## src/rtl/div_unit.sv

```systemverilog
// Multi-cycle restoring radix-2 divider for DIV/DIVU: 34 cycles per divide (2 on divide-by-zero).
// result is {remainder, quotient} and holds from one DONE to the next.
module div_unit #(
  parameter int WIDTH = 32
) (
  input  logic                 clk,
  input  logic                 resetn,
  input  logic                 start,
  input  logic                 signed_div,
  input  logic                 annul,
  input  logic [WIDTH-1:0]     a,
  input  logic [WIDTH-1:0]     b,
  output logic                 busy,
  output logic                 ready,
  output logic [2*WIDTH-1:0]   result,
  output logic [1:0]           state_dbg
);

  // Handshake: start is a level request honoured only in IDLE (annul wins);
  // ready is a one-cycle pulse, result stays valid until the next pulse.
  typedef enum logic [1:0] {
    IDLE = 2'd0,
    PREP = 2'd1,
    DIV  = 2'd2,
    DONE = 2'd3
  } state_t;

  state_t state, state_nxt;

  logic [WIDTH-1:0]   a_l, b_l;
  logic               sgn_l;
  logic               qneg, rneg;
  logic [WIDTH-1:0]   dvs;
  logic [2*WIDTH:0]   rq;
  logic [5:0]         cnt;

  logic [WIDTH-1:0]   a_mag, b_mag;
  logic [2*WIDTH:0]   shifted;
  logic [WIDTH:0]     diff;
  logic [WIDTH-1:0]   q_fin, r_fin;

  assign a_mag   = (sgn_l && a_l[WIDTH-1]) ? (~a_l + 1'b1) : a_l;
  assign b_mag   = (sgn_l && b_l[WIDTH-1]) ? (~b_l + 1'b1) : b_l;
  assign shifted = {rq[2*WIDTH-1:0], 1'b0};
  // A set top bit means the trial subtraction went negative: restore.
  assign diff    = shifted[2*WIDTH:WIDTH] - {1'b0, dvs};
  assign q_fin   = qneg ? (~rq[WIDTH-1:0] + 1'b1) : rq[WIDTH-1:0];
  assign r_fin   = rneg ? (~rq[2*WIDTH-1:WIDTH] + 1'b1) : rq[2*WIDTH-1:WIDTH];

  assign busy      = (state == PREP) || (state == DIV);
  assign state_dbg = state;

  always_ff @(posedge clk or negedge resetn) begin
    if (!resetn) state <= IDLE;
    else         state <= state_nxt;
  end

  always_comb begin
    state_nxt = state;
    case (state)
      IDLE: if (start && !annul) state_nxt = PREP;
      PREP: begin
        if (annul)          state_nxt = IDLE;
        else if (b_l == '0) state_nxt = DONE;
        else                state_nxt = DIV;
      end
      DIV: begin
        if (annul)             state_nxt = IDLE;
        else if (cnt == 6'd31) state_nxt = DONE;
      end
      DONE:    state_nxt = IDLE;
      default: state_nxt = IDLE;
    endcase
  end

  always_ff @(posedge clk or negedge resetn) begin
    if (!resetn) begin
      a_l    <= '0;
      b_l    <= '0;
      sgn_l  <= 1'b0;
      qneg   <= 1'b0;
      rneg   <= 1'b0;
      dvs    <= '0;
      rq     <= '0;
      cnt    <= '0;
      ready  <= 1'b0;
      result <= '0;
    end else begin
      ready <= 1'b0;
      case (state)
        IDLE: begin
          if (start && !annul) begin
            a_l   <= a;
            b_l   <= b;
            sgn_l <= signed_div;
          end
        end
        PREP: begin
          rq   <= {{(WIDTH+1){1'b0}}, a_mag};
          dvs  <= b_mag;
          qneg <= sgn_l & (a_l[WIDTH-1] ^ b_l[WIDTH-1]);
          rneg <= sgn_l & a_l[WIDTH-1];
          cnt  <= '0;
        end
        DIV: begin
          if (!annul) begin
            if (!diff[WIDTH]) rq <= {diff, shifted[WIDTH-1:1], 1'b1};
            else              rq <= shifted;
            cnt <= cnt + 6'd1;
          end
        end
        DONE: begin
          if (b_l == '0) result <= {a_l, {WIDTH{1'b1}}};
          else           result <= {r_fin, q_fin};
          ready <= 1'b1;
        end
        default: ;
      endcase
    end
  end

endmodule
```

## config.mk

```make
export PLATFORM = sky130hd
export DESIGN_NAME = div_unit
export DESIGN_NICKNAME = d
export VERILOG_FILES = /design/src/rtl/div_unit.sv
export SDC_FILE = /design/constraint.sdc
export NUM_CORES = 1
export LEC_CHECK = 0
export BUFFER_PORTS_ARGS = -buffer_cell sky130_fd_sc_hd__buf_2
export CAP_MARGIN = 20
export CORE_MARGIN = 4
export CORE_UTILIZATION = 55
export CTS_BUF_LIST = sky130_fd_sc_hd__clkbuf_16
export DETAILED_ROUTE_END_ITERATION = 6
export GPL_ROUTABILITY_DRIVEN = 0
export HOLD_SLACK_MARGIN = 0.15
export PLACE_DENSITY_LB_ADDON = 0.08
export SLEW_MARGIN = 10
export SYNTH_ARGS = -nofsm -noshare
export SYNTH_HDL_FRONTEND = slang
export SYNTH_SLANG_ARGS = --single-unit
```

## constraint.sdc

```tcl
create_clock -name clk -period 4.2 [get_ports clk]
set_clock_uncertainty 0.15 [all_clocks]
set_input_delay 0 -clock clk [delete_from_list [all_inputs] [get_ports clk]]
set_output_delay 0 -clock clk [all_outputs]
set_load 0.05 [all_outputs]
```

==> results.cfg <==
[setup_path]
regToRegStartpoint = rq[50]
crit_chain = ha_1 > a21oi_1 > o22ai_1 > a2111oi_0 > nor4b_1 > nor2_1 > a221oi_1 > o2111ai_1 > o211ai_1
startpoint_type = flop
critPathSlowestCell = nor4b_1
critPathLaunch = rq[50]
crit_fanout = 9
cp.required_ns = 4.51
slowest_delay_ns = 0.69
end_kind = flop
path_delay_family = compound AO/OA/AOI/OAI gates
arrival_ns = 3.79
path_class = reg -> reg
cp_num_buf_inv = 0

[power_and_ir_drop]
leakagePower_nw = 7.82
combPwrFrac = 0.454
ir_drop_v = 0.000889
pwr-share-seq = 0.344
p_sw_frac = 0.453
switchingPower_mw = 5.64
power_density_nw_per_um2 = 712
clkPwrFrac = 0.202
internal_power_mw = 6.80

[timing]
fmax_mhz = 287
finalHoldViolations = 0
grt_setup_unrepaired = false
final.min_clock_period_ns = 3.48
drv_slew = 0
setup_viol = 0
max_slew_margin = 0.340
worst_slack_ns = 0.721
tns_ns = 0
period_share = 0.828
tightest_slew_ns = 0.990

[detailed_routing]
via_per_inst = 6.11
drc_errors = 0
via_count = 13006
drtAntennaViolNets = 0
drt_iter0_drc = 1165
first_pass_iters = 6
routed_wl_um = 42500
wire_per_inst_um = 20.0

[synth]
syn_area_per_cell_um2 = 9.20
synth.ff_latch_count = 236
synth_cells = 1548
yosys_warnings = 0
synth_common_cells = dfrtp_1 (236), nand2_1 (141), nor2_1 (134)
ys_seq_area_frac = 0.415
ys.flop_type = dfrtp_1
synth_top_area_cell = dfrtp_1
synthesis.area_um2 = 14200
ys_types = 68
synth_most_common_cell = dfrtp_1
synth-edff-count = 0
synthTopCellsByArea = dfrtp_1 (41%), mux2_2 (6.6%), xor2_1 (5.0%)
async_flop_share = 1.00
synth_nets = 1660
synth_top_area_share = 0.415

[final_layout]
nFillCells = 1950
drive_above_1_share = 0.168
layout.nets = 1888
n_antenna_cell = 0
final_core_util = 0.690
syn2layout_area_growth_pct = 22.7

[floorplan]
start_util = 0.562
die_w_um = 169
die_y_um = 169
core_um2 = 25300
die_area_um2 = 28500
pin_count = 137
rows = 58

[place]
post-place-ws_ns = 0.840
portBuffers = 136
dpl.hpwl_um = 27600

[clock_tree]
clkSinkCount = 236
htree_levels = 1
cts_tree = done
ctsResizeCount = 0
insertion_delay_ns = 0.55
cts-buffers-inserted = 27
cts-root-buf = clkbuf_16
clk_pin_slew_ns = 0.06
cts_buffer_depth = 3
postCtsHoldBufs = 137
postCtsSetupRepairBufs = 0

[global_route]
grt_pass1_vias = 12774
antenna_found_initial = 1
grt_pass1_wl_um = 68900
globalRouteTotalUtil = 0.294
grt_start_max_net_pins = 105
grt-ovfl-total = 0

[run_status]
status = finished, final reports clean

[flow_run]
maxCapViolCount = 0

[min_path]
min_path_type = in -> reg
worstHoldStart = start
-- cell families (layout without fill, tap and decap cells) --
| group | count (synthesis) | count (layout) | synth area share |
|---|---|---|---|
| xor gates and xnor gates | 141 | 141 | 0.0867 |
| AOI/OAI and AO/OA | 432 | 432 | 0.194 |
| DFF | 236 | 236 | 0.415 |
| buffers and inverters | 156 | 405 | 0.0439 |
| adders and majority gates | 43 | 43 | 0.0383 |
| and+or+nand+nor | 450 | 450 | 0.152 |
| muxes | 90 | 90 | 0.0712 |
-- through the flow --
stage | total power [mW] | area [um2] | hold WS (ns) | std cells
6_report | 12.4 | 17500 | 0.249 | 2127
3_5_place_dp | 9.67 | 15200 | 0.000217 | 1940
2_1_floorplan | 8.17 | 14200 | -0.446 | 1548
4_1_cts | 12.3 | 17500 | 0.231 | 2127
3_3_place_gp | 9.57 | 15200 | -0.00569 | 1940
5_1_grt | 13.2 | 17500 | 0.277 | 2127
-- routing by layer --
| metal | global-route usage | wire [um] | vias to the layer above |
|---|---|---|---|
| met2 | 0.466 | 19500 | 522 |
| met3 | 0.0474 | 3060 | 90 |
| met5 | 0 | 13 | - |
| li1 | - | - | 6044 |
| met1 | 0.422 | 18600 | 6348 |
| met4 | 0.0822 | 1190 | 2 |
-- power groups by stage --
stage               Sequential (mW)  Combinational (mW)  Clock (mW)
floorplan                      4.65                3.52           0
global placement               4.22                5.35           0
detailed placement             4.25                5.42           0
CTS                            4.22                5.56        2.54
global route                   4.41                6.18        2.63
finish                         4.28                5.65        2.52
-- tightest hold or removal path, delay by kind of cell --
kind                   cells  cell delay [ns]
buffers and inverters      2             0.65
AO/OA/AOI/OAI              2             0.23
-- placed cells by master, fill, tap and decap left out, types with 14 or more instances in the layout --
cell           instances
nand4_1               29
nand2_1              141
dfrtp_1              236
nor2_1               133
a31oi_1               34
buf_4                 20
o21ai_0              111
ha_1                  40
nor4_1                15
dlygate4sd3_1        136
nand2b_1              16
inv_1                 63
mux2_2                83
clkbuf_16             27
a21oi_1              112
o31ai_1               20
nor3_1                17
o41ai_1               14
xor2_1                82
buf_2                135
or3_1                 20
o211ai_1              27
a22oi_1               30
xnor2_1               59
nand3_1               29
-- cell type report --
cell class	count	area, um2	area share
multi-input cells	1156	7750	0.443
flip-flops and latches	236	5910	0.338
repair buffers	294	2250	0.129
clock buffers	27	676	0.0386
well taps	330	413	0.0236
clock inverters	23	262	0.0150
inverters	61	229	0.0131
-- path summary, 6_finish.rpt --
path,end,slack [ns],cells past startpoint
setup / recovery,rq[62],0.72,9
hold / removal,state_dbg[0],0.25,4
setup reg to reg,rq[62],0.72,9
hold reg to reg,result[26],0.35,1
max in group asynchronous,result[15],2.90,4
min in group asynchronous,ready,0.58,4
-- sequential cells by signal (all words and copies together) (netlist names) --
| signal | cells |
|---|---|
| b_l | 32 |
| rneg | 1 |
| result | 64 |
| sgn_l | 1 |
| state_dbg | 2 |
| qneg | 1 |
| dvs | 32 |
| rq | 64 |
| ready | 1 |
| a_l | 32 |
| cnt | 6 |
Power figures use the tool's default switching activity.
